[src/rtl/bfly_pkg.sv]
// Shared types and the round/saturate helper for the butterfly output scaler.
// Turns full-precision butterfly results back into OUT_W-bit samples.
package bfly_pkg;

  localparam int BFLY_DATA_W = 27;
  localparam int BFLY_TWID_W = 16;
  localparam int BFLY_W      = BFLY_DATA_W + BFLY_TWID_W + 1;
  localparam int BFLY_LAT    = 5;
  localparam int BFLY_SHIFT  = 15;
  localparam int OUT_W       = 27;
  localparam int PAIR_DEPTH  = 8;

  typedef logic signed [OUT_W-1:0] sample_t;

  typedef struct packed {
    sample_t p_r;
    sample_t p_i;
    sample_t q_r;
    sample_t q_i;
  } bfly_pair_t;

  typedef struct packed {
    sample_t value;
    logic    sat;
  } round_sat_t;

  typedef enum logic {
    S_P = 1'b0,
    S_Q = 1'b1
  } ser_state_t;

  // Adds half an LSB and shifts arithmetically, so ties round toward +inf.
  // A 64-bit intermediate leaves headroom above the widest butterfly result.
  function automatic round_sat_t round_sat(input logic signed [63:0] value,
                                           input int shift,
                                           input int out_width);
    logic signed [63:0] biased;
    logic signed [63:0] shifted;
    logic signed [63:0] max_v;
    logic signed [63:0] min_v;
    round_sat_t         res;
    biased  = value + (64'sd1 <<< (shift - 1));
    shifted = biased >>> shift;
    max_v   = (64'sd1 <<< (out_width - 1)) - 64'sd1;
    min_v   = -(64'sd1 <<< (out_width - 1));
    if (shifted > max_v) begin
      res.value = max_v[OUT_W-1:0];
      res.sat   = 1'b1;
    end else if (shifted < min_v) begin
      res.value = min_v[OUT_W-1:0];
      res.sat   = 1'b1;
    end else begin
      res.value = shifted[OUT_W-1:0];
      res.sat   = 1'b0;
    end
    return res;
  endfunction

endpackage

[src/rtl/bfly_out_scaler_if.sv]
// Bundle of launch credit, butterfly results and the serialized output stream.
// The slave side is the scaler; the master side is the environment around it.
interface bfly_out_scaler_if;
  import bfly_pkg::*;

  logic                     issue_valid;
  logic                     issue_ready;
  logic signed [BFLY_W-1:0] yp_r;
  logic signed [BFLY_W-1:0] yp_i;
  logic signed [BFLY_W-1:0] yq_r;
  logic signed [BFLY_W-1:0] yq_i;
  logic                     out_valid;
  logic                     out_ready;
  sample_t                  out_r;
  sample_t                  out_i;
  logic                     out_is_q;
  logic                     sat_flag;
  logic                     sat_clr;
  logic                     ovf_err;

  modport master (
    output issue_valid, yp_r, yp_i, yq_r, yq_i, out_ready, sat_clr,
    input  issue_ready, out_valid, out_r, out_i, out_is_q, sat_flag, ovf_err
  );

  modport slave (
    input  issue_valid, yp_r, yp_i, yq_r, yq_i, out_ready, sat_clr,
    output issue_ready, out_valid, out_r, out_i, out_is_q, sat_flag, ovf_err
  );

endinterface

[src/rtl/bfly_pair_fifo.sv]
// Synchronous FIFO of rounded result pairs with an occupancy count.
// Pushes while full are dropped; the caller flags them.
module bfly_pair_fifo
  import bfly_pkg::*;
#(
  parameter int DEPTH = 8
) (
  input  logic                   clk,
  input  logic                   rst_n,
  input  logic                   push,
  input  bfly_pair_t             push_data,
  input  logic                   pop,
  output bfly_pair_t             head,
  output logic [$clog2(DEPTH):0] count,
  output logic                   full
);

  localparam int AW = $clog2(DEPTH);

  bfly_pair_t    mem [DEPTH];
  logic [AW-1:0] wr_ptr;
  logic [AW-1:0] rd_ptr;
  logic          do_push;
  logic          do_pop;

  assign full    = (count == (AW + 1)'(DEPTH));
  assign do_push = push & ~full;
  assign do_pop  = pop & (count != '0);
  assign head    = mem[rd_ptr];

  // Storage carries data only, so it is left out of reset.
  always_ff @(posedge clk) begin
    if (do_push) begin
      mem[wr_ptr] <= push_data;
    end
  end

  // Power-of-two depth lets the pointers wrap naturally.
  always_ff @(posedge clk or negedge rst_n) begin
    if (!rst_n) begin
      wr_ptr <= '0;
      rd_ptr <= '0;
      count  <= '0;
    end else begin
      if (do_push) begin
        wr_ptr <= wr_ptr + 1'b1;
      end
      if (do_pop) begin
        rd_ptr <= rd_ptr + 1'b1;
      end
      case ({do_push, do_pop})
        2'b10:   count <= count + 1'b1;
        2'b01:   count <= count - 1'b1;
        default: count <= count;
      endcase
    end
  end

endmodule

[src/rtl/bfly_out_scaler.sv]
// Rounds/saturates butterfly yp/yq results, queues them and serializes yp then yq.
// Launch credits cover both queued pairs and pairs still inside the butterfly.
module bfly_out_scaler #(
  parameter int DATA_WIDTH = bfly_pkg::BFLY_DATA_W,
  parameter int TWID_WIDTH = bfly_pkg::BFLY_TWID_W,
  parameter int SHIFT      = bfly_pkg::BFLY_SHIFT,
  parameter int OUT_WIDTH  = bfly_pkg::OUT_W,
  parameter int BFLY_LAT   = bfly_pkg::BFLY_LAT,
  parameter int DEPTH      = bfly_pkg::PAIR_DEPTH
) (
  input logic               clk,
  input logic               rst_n,
  bfly_out_scaler_if.slave  bus
);
  import bfly_pkg::*;

  localparam int IN_W  = DATA_WIDTH + TWID_WIDTH + 1;
  localparam int CNT_W = $clog2(DEPTH) + 1;
  localparam int SUM_W = $clog2(DEPTH + BFLY_LAT + 1) + 1;

  logic signed [IN_W-1:0] yp_r;
  logic signed [IN_W-1:0] yp_i;
  logic signed [IN_W-1:0] yq_r;
  logic signed [IN_W-1:0] yq_i;
  logic [BFLY_LAT-1:0]    vld_dly;
  logic                   launch;
  logic                   push;
  logic                   pop;
  logic                   has_data;
  logic                   fifo_full;
  logic [CNT_W-1:0]       fifo_count;
  logic [SUM_W-1:0]       inflight;
  logic [SUM_W-1:0]       credit_used;
  round_sat_t             rs_pr;
  round_sat_t             rs_pi;
  round_sat_t             rs_qr;
  round_sat_t             rs_qi;
  logic                   push_sat;
  bfly_pair_t             push_data;
  bfly_pair_t             head;
  ser_state_t             state;
  ser_state_t             state_nxt;
  logic                   sat_flag_q;
  logic                   ovf_err_q;

  assign yp_r = bus.yp_r;
  assign yp_i = bus.yp_i;
  assign yq_r = bus.yq_r;
  assign yq_i = bus.yq_i;

  // ---- launch tracking: one bit per butterfly cycle ----
  assign launch = bus.issue_valid & bus.issue_ready;

  always_ff @(posedge clk or negedge rst_n) begin
    if (!rst_n) begin
      vld_dly <= '0;
    end else begin
      vld_dly <= {vld_dly[BFLY_LAT-2:0], launch};
    end
  end

  // The tap goes high while the matching butterfly result is stable.
  assign push = vld_dly[BFLY_LAT-1];

  always_comb begin
    inflight = '0;
    for (int i = 0; i < BFLY_LAT; i++) begin
      inflight = inflight + SUM_W'(vld_dly[i]);
    end
  end

  assign credit_used     = SUM_W'(fifo_count) + inflight;
  assign bus.issue_ready = rst_n & (credit_used < SUM_W'(DEPTH));

  // ---- round and saturate the four components at the push point ----
  always_comb begin
    rs_pr         = round_sat(64'(yp_r), SHIFT, OUT_WIDTH);
    rs_pi         = round_sat(64'(yp_i), SHIFT, OUT_WIDTH);
    rs_qr         = round_sat(64'(yq_r), SHIFT, OUT_WIDTH);
    rs_qi         = round_sat(64'(yq_i), SHIFT, OUT_WIDTH);
    push_data.p_r = rs_pr.value;
    push_data.p_i = rs_pi.value;
    push_data.q_r = rs_qr.value;
    push_data.q_i = rs_qi.value;
    push_sat      = rs_pr.sat | rs_pi.sat | rs_qr.sat | rs_qi.sat;
  end

  // ---- pair queue ----
  bfly_pair_fifo #(
    .DEPTH (DEPTH)
  ) u_fifo (
    .clk       (clk),
    .rst_n     (rst_n),
    .push      (push),
    .push_data (push_data),
    .pop       (pop),
    .head      (head),
    .count     (fifo_count),
    .full      (fifo_full)
  );

  // A new saturation outranks a same-cycle clear.
  always_ff @(posedge clk or negedge rst_n) begin
    if (!rst_n) begin
      sat_flag_q <= 1'b0;
      ovf_err_q  <= 1'b0;
    end else begin
      if (push && push_sat) begin
        sat_flag_q <= 1'b1;
      end else if (bus.sat_clr) begin
        sat_flag_q <= 1'b0;
      end
      if (push && fifo_full) begin
        ovf_err_q <= 1'b1;
      end
    end
  end

  assign bus.sat_flag = sat_flag_q;
  assign bus.ovf_err  = ovf_err_q;

  // ---- serializer: p sample, then q sample, then pop ----
  assign has_data = (fifo_count != '0);
  assign pop      = has_data & bus.out_ready & (state == S_Q);

  always_ff @(posedge clk or negedge rst_n) begin
    if (!rst_n) begin
      state <= S_P;
    end else begin
      state <= state_nxt;
    end
  end

  always_comb begin
    state_nxt = state;
    if (has_data && bus.out_ready) begin
      state_nxt = (state == S_P) ? S_Q : S_P;
    end
  end

  always_comb begin
    bus.out_valid = 1'b0;
    bus.out_is_q  = 1'b0;
    bus.out_r     = '0;
    bus.out_i     = '0;
    if (has_data) begin
      bus.out_valid = 1'b1;
      if (state == S_Q) begin
        bus.out_is_q = 1'b1;
        bus.out_r    = head.q_r;
        bus.out_i    = head.q_i;
      end else begin
        bus.out_r    = head.p_r;
        bus.out_i    = head.p_i;
      end
    end
  end

endmodule

[src/flat_wrapper.sv]
// flat-port wrapper written by rule: the top's interface ports become plain ports
module bfly_out_scaler_flat import bfly_pkg::*;
#(
  parameter int DATA_WIDTH = bfly_pkg::BFLY_DATA_W,
  parameter int TWID_WIDTH = bfly_pkg::BFLY_TWID_W,
  parameter int SHIFT      = bfly_pkg::BFLY_SHIFT,
  parameter int OUT_WIDTH  = bfly_pkg::OUT_W,
  parameter int BFLY_LAT   = bfly_pkg::BFLY_LAT,
  parameter int DEPTH      = bfly_pkg::PAIR_DEPTH
)
  (clk, rst_n, bus_issue_valid, bus_yp_r, bus_yp_i, bus_yq_r, bus_yq_i, bus_out_ready, bus_sat_clr, bus_issue_ready, bus_out_valid, bus_out_r, bus_out_i, bus_out_is_q, bus_sat_flag, bus_ovf_err);
  bfly_out_scaler_if bus_i ();
  input logic clk;
  input logic rst_n;
  input wire logic [$bits(bus_i.issue_valid)-1:0] bus_issue_valid;
  input wire logic [$bits(bus_i.yp_r)-1:0] bus_yp_r;
  input wire logic [$bits(bus_i.yp_i)-1:0] bus_yp_i;
  input wire logic [$bits(bus_i.yq_r)-1:0] bus_yq_r;
  input wire logic [$bits(bus_i.yq_i)-1:0] bus_yq_i;
  input wire logic [$bits(bus_i.out_ready)-1:0] bus_out_ready;
  input wire logic [$bits(bus_i.sat_clr)-1:0] bus_sat_clr;
  output wire logic [$bits(bus_i.issue_ready)-1:0] bus_issue_ready;
  output wire logic [$bits(bus_i.out_valid)-1:0] bus_out_valid;
  output wire logic [$bits(bus_i.out_r)-1:0] bus_out_r;
  output wire logic [$bits(bus_i.out_i)-1:0] bus_out_i;
  output wire logic [$bits(bus_i.out_is_q)-1:0] bus_out_is_q;
  output wire logic [$bits(bus_i.sat_flag)-1:0] bus_sat_flag;
  output wire logic [$bits(bus_i.ovf_err)-1:0] bus_ovf_err;
  assign bus_i.issue_valid = bus_issue_valid;
  assign bus_i.yp_r = bus_yp_r;
  assign bus_i.yp_i = bus_yp_i;
  assign bus_i.yq_r = bus_yq_r;
  assign bus_i.yq_i = bus_yq_i;
  assign bus_i.out_ready = bus_out_ready;
  assign bus_i.sat_clr = bus_sat_clr;
  assign bus_issue_ready = bus_i.issue_ready;
  assign bus_out_valid = bus_i.out_valid;
  assign bus_out_r = bus_i.out_r;
  assign bus_out_i = bus_i.out_i;
  assign bus_out_is_q = bus_i.out_is_q;
  assign bus_sat_flag = bus_i.sat_flag;
  assign bus_ovf_err = bus_i.ovf_err;
  bfly_out_scaler #(.DATA_WIDTH(DATA_WIDTH), .TWID_WIDTH(TWID_WIDTH), .SHIFT(SHIFT), .OUT_WIDTH(OUT_WIDTH), .BFLY_LAT(BFLY_LAT), .DEPTH(DEPTH)) u_core (.clk(clk), .rst_n(rst_n), .bus(bus_i));
endmodule
[config.mk]
export PLATFORM = sky130hd
export DESIGN_NAME = bfly_out_scaler_flat
export DESIGN_NICKNAME = d
export VERILOG_FILES = /design/src/rtl/bfly_pkg.sv /design/src/rtl/bfly_out_scaler_if.sv /design/src/rtl/bfly_pair_fifo.sv /design/src/rtl/bfly_out_scaler.sv /design/src/flat_wrapper.sv
export SDC_FILE = /design/constraint.sdc
export NUM_CORES = 1
export LEC_CHECK = 0
export BUFFER_PORTS_ARGS = -buffer_cell sky130_fd_sc_hd__clkbuf_2
export CAP_MARGIN = 20
export CORE_ASPECT_RATIO = 1.1
export CORE_UTILIZATION = 40
export DETAILED_ROUTE_END_ITERATION = 8
export SLEW_MARGIN = 5
export SYNTH_ARGS = -nofsm -noshare
export SYNTH_HDL_FRONTEND = slang
export SYNTH_SLANG_ARGS = --single-unit
[constraint.sdc]
create_clock -name clk -period 22.7 [get_ports clk]
set_clock_uncertainty 0.2 [all_clocks]
set_input_delay 1.135 -clock clk [delete_from_list [all_inputs] [get_ports clk]]
set_output_delay 1.135 -clock clk [all_outputs]
set_load 0.01 [all_outputs]
Yosys cells after proc, flatten, opt, wreduce, memory -nomap -nowiden
Memories as Yosys holds them, arrays and structs flattened.
Cells that the tools add are included.
{ "op_classes": {"addsub": 13, "order_cmp": 9, "eq_ne": 3, "muxes": 21, "n_bitwise": 10, "reduce_logical": 6} }
{ "op_table": {"columns": ["op", "count"], "rows": [
  ["28-bit two-way mux", 8],
  ["44-bit by 16-bit adder with 45-bit output, second input constant", 4],
  ["30-bit by 27-bit greater-than comparator with 1-bit output, second input constant", 4],
  ["30-bit by 27-bit less-than comparator with 1-bit output, second input constant", 4],
  ["27-bit two-way mux", 4],
  ["5-bit by 1-bit adder with 5-bit output", 3],
  ["1-bit two-way mux", 8],
  ["4-bit case mux with 2 select lines", 1],
  ["3-bit by 1-bit adder with 3-bit output, second input constant", 2],
  ["1-bit AND", 6],
  ["4-bit by 5-bit adder with 5-bit output", 1],
  ["5-bit by 4-bit less-than comparator with 1-bit output, second input constant", 1],
  ["4-bit by 1-bit adder with 4-bit output, second input constant", 1],
  ["4-bit equality test, second input constant", 1],
  ["2-bit nonzero test", 2],
  ["4-bit nonzero test", 1],
  ["4-bit by 1-bit subtractor with 4-bit output, second input constant", 1],
  ["1-bit logical AND", 3],
  ["1-bit bitwise OR", 3],
  ["1-bit by 1-bit adder with 2-bit output", 1],
  ["2-bit by 1-bit equality test with 1-bit output, second input constant", 1],
  ["2-bit equality test, second input constant", 1],
  ["1-bit NOT", 1]
]} }
{ "totals": {"register_bits": 18, "ramBits": 864, "in_bits": 181, "elab_cells": 70, "n_memories": 1} }
{ "mem_list": {"columns": ["memory", "words", "word_bits", "read_ports", "rd_clocked_by_memory_dff", "write_ports", "line_no", "text"], "rows": [
  ["u_core.u_fifo.mem", 8, 108, 1, 0, 1, "bfly_pair_fifo.sv:20", "bfly_pair_t mem [DEPTH];"]
]} }

Depth between registers and ports, before layout
{ "depth": {"depth_word": 9, "mapped_depth": 11, "ltp_nobuf": 11} }

Modules after synthesis
A second synthesis with hierarchy kept.
{ "unflattened": {"cells_unflattened": 1969, "area_unflattened_um2": 37654.9} }
{ "modules_own_cells": {"columns": ["mod", "instances", "cells_each", "area_per_inst_um2"], "rows": [
  ["bfly_pair_fifo", 1, 1313, 33410.8],
  ["bfly_out_scaler", 1, 656, 4244.1]
]} }

Worst setup path after synthesis
Ideal clock, no wire load.
{ "synth_path": {"path_kind": "flip-flop to flip-flop", "start": "register u_core.u_fifo.count[1]", "end": "memory u_core.u_fifo.mem[0][0] (netlist bit) (enable)", "setup_ps": 707, "arrival_time_ps": 8134, "setup_slack_ps": 13659, "path_stages_with_launch": 6, "n_path_buf": 0, "synth_period_minus_slack_ps": 9041, "cell_sequence": "dfrtp_1 nor3_1 nand2_1 and2_1 nand2b_1 nor3_1"} }
{ "synth_between": {"elab_chain_cells": 5} }
{ "synth_lines": {"columns": ["element", "line_no", "text"], "rows": [
  ["from (decl)", "bfly_pair_fifo.sv:14", "output logic [$clog2(DEPTH):0] count,"],
  ["from (signal assigned)", "bfly_pair_fifo.sv:52", "2'b10: count <= count + 1'b1;"],
  ["from (signal assigned)", "bfly_pair_fifo.sv:53", "2'b01: count <= count - 1'b1;"],
  ["from (signal assigned)", "bfly_pair_fifo.sv:54", "default: count <= count;"],
  ["4-bit equality test", "bfly_pair_fifo.sv:26", "assign full = (count == (AW + 1)'(DEPTH));"],
  ["1-bit NOT", "bfly_pair_fifo.sv:27", "assign do_push = push & ~full;"],
  ["1-bit AND", "bfly_pair_fifo.sv:27", null],
  ["1-bit two-way mux", "bfly_pair_fifo.sv:33", "if (do_push) begin"],
  ["1-bit two-way mux (not written as such)", "bfly_pair_fifo.sv:34", "mem[wr_ptr] <= push_data;"],
  ["to (decl)", "bfly_pair_fifo.sv:20", null]
]} }
No other way between the ends.

Worst setup path after layout
{ "layout_path": {"start": "register u_core.u_fifo.rd_ptr[1]", "end": "output bus_out_i[14]"} }
{ "layout_between": {"elab_chain_cells": 3} }
{ "layout_lines": {"columns": ["element", "line_no", "text"], "rows": [
  ["from (decl)", "bfly_pair_fifo.sv:22", "logic [AW-1:0] rd_ptr;"],
  ["from (signal assigned)", "bfly_pair_fifo.sv:49", "rd_ptr <= rd_ptr + 1'b1;"],
  ["memory 8 x 108 bit", null, null],
  ["27-bit two-way mux", "bfly_out_scaler.sv:148", "if (state == S_Q) begin"],
  ["27-bit two-way mux", "bfly_out_scaler.sv:146", "if (has_data) begin"],
  ["to (decl)", "flat_wrapper.sv:25", "output wire logic [$bits(bus_i.out_i)-1:0] bus_out_i;"]
]} }
No other way between the ends.

==> impl_metrics.json <==
{
  "status": "finished, final reports clean",
  "wl_mm": 84.7,
  "drc": 0,
  "setup_viol": 0,
  "path_cells": "buf_4 > buf_4 > mux4_2 > mux4_2 > and2_1 > clkbuf_2",
  "post-route-min-period_ns": 5.92,
  "cp_max_fo": 68,
  "p_leak_nw": 13.4,
  "cp_slowest_stage_delay_ns": 0.97,
  "grt_util_all_layers_pct": 18.3,
  "finalHoldViolCount": 0,
  "yosys_warnings": 0,
  "power.total_w": 0.00492,
  "row_count": 116,
  "routed_via_density": 5.61,
  "critPathCaptureType": "output pin",
  "critPathRequiredTime_ns": 21.37,
  "cts_sinks": 882,
  "yosys.area_share.simple_pct": 4.54,
  "fmax_ghz": 0.169,
  "insertion_delay_ns": 0.63,
  "gp_congestion": 0.789,
  "synthAdderAreaFrac_pct": 0.587,
  "synth_compound_area_share_pct": 2.41,
  "nets": 2255,
  "period_share_pct": 26.1,
  "die_w_um": 291,
  "tightest_slew_ns": 1.15,
  "synthMuxAreaShare_pct": 16.7,
  "antenna_found_initial": 4,
  "core_sq_um": 90900,
  "ctsResizeCount": 0,
  "syn_inst": 1831,
  "vias": 18600,
  "area_delta_synth_final_pct": 15.4,
  "dieArea_sq_um": 92800,
  "ant_nets": 0,
  "worstPathArrival_ns": 4.58,
  "pin_count": 240,
  "drive_above_1_share_pct": 32.1,
  "root_buffer": "clkbuf_16",
  "relSlewSlack_pct": 22.7,
  "power_frac_seq_pct": 40.8,
  "synth-main-ff-cell": "edfxtp_1",
  "avgSynthCellArea_sq_um": 20.0,
  "numPortBuffers": 183,
  "grt-ovfl-total": 0,
  "r2r_slack_ns": 18.72,
  "p_per_area_nw_per_um2": 116,
  "netlist_area_sq_um": 36700,
  "swShare_pct": 28.3,
  "synth_cell_types": 52,
  "ys_ff_latch": 882,
  "cts_tree": "done",
  "synth_top_family_by_area": "multiplexers",
  "clockPowerShare_pct": 31.8,
  "grt_start_max_net_pins": 111,
  "syn-num-nets": 2028,
  "chipHeight_um": 319,
  "synth-edff-count": 864,
  "top_layer_used": "met5",
  "synth_top_area_share_pct": 70.8,
  "yosysMostFrequentCell": "edfxtp_1",
  "ys_async_sr_fraction_pct": 2.04,
  "wl_met2_mm": 42.2,
  "htree_levels": 3,
  "p_int_w": 0.00353,
  "postCtsSetupBuffers": 0,
  "dpl.hpwl_mm": 47.2,
  "drtIter0Drc": 1328,
  "drt-met1-wl_mm": 35.8,
  "fillers": 7621,
  "ys_seq_area_share_pct": 72.0,
  "hold_buffers": 0,
  "p_sw_w": 0.00139,
  "cts_buffer_depth": 3,
  "vdd_ir_drop_max_mv": 0.0979,
  "rsz0062_at_grt": "false",
  "clkTransAtPathRegs_ns": 0.06,
  "grt_pass1_vias": 19600,
  "drtPass1Iterations": 5,
  "cp-start-kind": "register",
  "antenna_cells": 0,
  "crit_type": "reg -> out",
  "cp_slowest_cell": "dfrtp_4",
  "numCtsBuffers": 92,
  "synth_top_cell_by_area": "edfxtp_1",
  "tns_ns": 0,
  "maxCapViolCount": 0,
  "combPwrFrac_pct": 27.3,
  "wl_met3_mm": 4.84,
  "synthXorXnorAreaFrac_pct": 2.60,
  "grt_pass1_wl_mm": 125,
  "min-delay-path-class": "reg -> reg",
  "drv_slew": 0,
  "routedWlPerCell_um": 25.6,
  "synthTopCellsByCount": "edfxtp_1 (864), mux4_2 (270), o21ai_0 (81)",
  "synthTopCellsByArea": "edfxtp_1 (71%), mux4_2 (17%), xor2_1 (1.6%)",
  "start_util_pct": 40.3
}
==> sequential cells by signal, summed over array words and instances (netlist names) <==
name                  cells
u_core.u_fifo.rd_ptr      3
u_core.u_fifo.wr_ptr      3
u_core.bus.sat_flag       1
u_core.bus.ovf_err        1
u_core.u_fifo.count       4
u_core.state              1
u_core.u_fifo.mem       864
u_core.vld_dly            5
==> worst paths after layout <==
kind | from | end | depth (start not counted)
worst max register to register | u_core.u_fifo.count[2] | u_core.u_fifo.mem[2][49] | 7
worst min register to register | u_core.vld_dly[3] | u_core.vld_dly[4] | 0
max in group asynchronous | rst_n | u_core.u_fifo.rd_ptr[1] | 1
worst max-delay path | u_core.u_fifo.rd_ptr[1] | bus_out_i[14] | 6
min in group asynchronous | rst_n | u_core.vld_dly[0] | 1
worst min-delay path | u_core.vld_dly[3] | u_core.vld_dly[4] | 0
==> metal layers <==
metal | global-route usage (%) | vias to the layer above
met1 | 24.5 | 9857
met2 | 30.8 | 608
met5 | 0 | -
li1 | - | 8019
met4 | 4.66 | 2
met3 | 3.34 | 113
==> cell families (layout without fill, tap and decap cells) <==
kind of cell,after synthesis,count (layout)
flip-flops,882,882
XOR/XNOR,109,109
buffers and inverters,107,410
adder cells (fa/ha/maj),16,16
AO/OA/AOI/OAI,144,144
AND/OR/NAND/NOR,301,301
multiplexers,272,272
==> worst max-delay path: cells and delay by family, from the launching register on <==
family / cells / cell delay [ns]
buffers and inverters: 3 / 1.77
DFF: 1 / 0.97
muxes: 2 / 0.90
and+or+nand+nor: 1 / 0.20
==> metrics by stage <==
step | std cells | hold slack [ns] | utilization [%] | setup slack (ns) | cell area (sq um)
6_report | 3314 | 0.180 | 46.6 | 16.78 | 42300
5_1_grt | 3314 | 0.194 | 46.6 | 16.40 | 42300
4_1_cts | 3309 | 0.185 | 46.5 | 16.58 | 42300
3_5_place_dp | 3139 | 0.169 | 43.0 | 17.29 | 39100
3_3_place_gp | 3139 | 0.160 | 43.0 | 17.29 | 39100
2_1_floorplan | 1831 | 0.154 | - | 13.66 | 36700
==> placed cells by master, fill, tap and decap left out, types with 4 or more instances in the layout <==
master | Yosys | layout
nand2b_1 | 7 | 6
dfrtp_1 | 18 | 14
clkinv_8 | 0 | 5
inv_1 | 18 | 18
a21oi_1 | 18 | 17
o21ai_2 | 20 | 21
clkbuf_1 | 63 | 12
clkinvlp_4 | 0 | 5
nor4_2 | 4 | 5
dfrtp_4 | 0 | 4
xnor2_1 | 44 | 44
clkbuf_16 | 0 | 93
o21ai_0 | 81 | 81
nand4_1 | 30 | 30
nor2_1 | 39 | 33
nor3_2 | 1 | 4
ha_1 | 14 | 14
buf_4 | 0 | 33
and3_1 | 16 | 16
and4_1 | 13 | 13
nor3_1 | 10 | 7
clkbuf_4 | 0 | 4
nor2_4 | 0 | 6
mux4_2 | 270 | 270
clkbuf_2 | 0 | 183
clkinv_1 | 0 | 20
and2_1 | 59 | 59
nand2_1 | 58 | 58
bufinv_16 | 0 | 16
nand3_1 | 43 | 43
clkinv_2 | 0 | 14
xor2_1 | 65 | 65
edfxtp_1 | 864 | 864
==> power by group through the flow <==
stage	combinational (W)	sequential, W	clock, W
after floorplan	0.000994	0.00197	0
after global placement	0.00137	0.00204	0
after detailed placement	0.00138	0.00205	0
after CTS	0.00139	0.00202	0.00160
after global routing	0.00145	0.00203	0.00165
final	0.00134	0.00201	0.00157
==> final cells by class <==
type / instances / area [sq um] / share of cell area [%]
clock buffers: 106 / 2390 / 5.64
well taps: 1180 / 1480 / 3.49
clock inverters: 64 / 801 / 1.89
repair buffers: 222 / 1230 / 2.92
flip-flops and latches: 882 / 26400 / 62.4
multi-input cells: 842 / 9920 / 23.5
inverters: 18 / 67.6 / 0.160
Note: power is estimated with default switching activity, not from simulation.
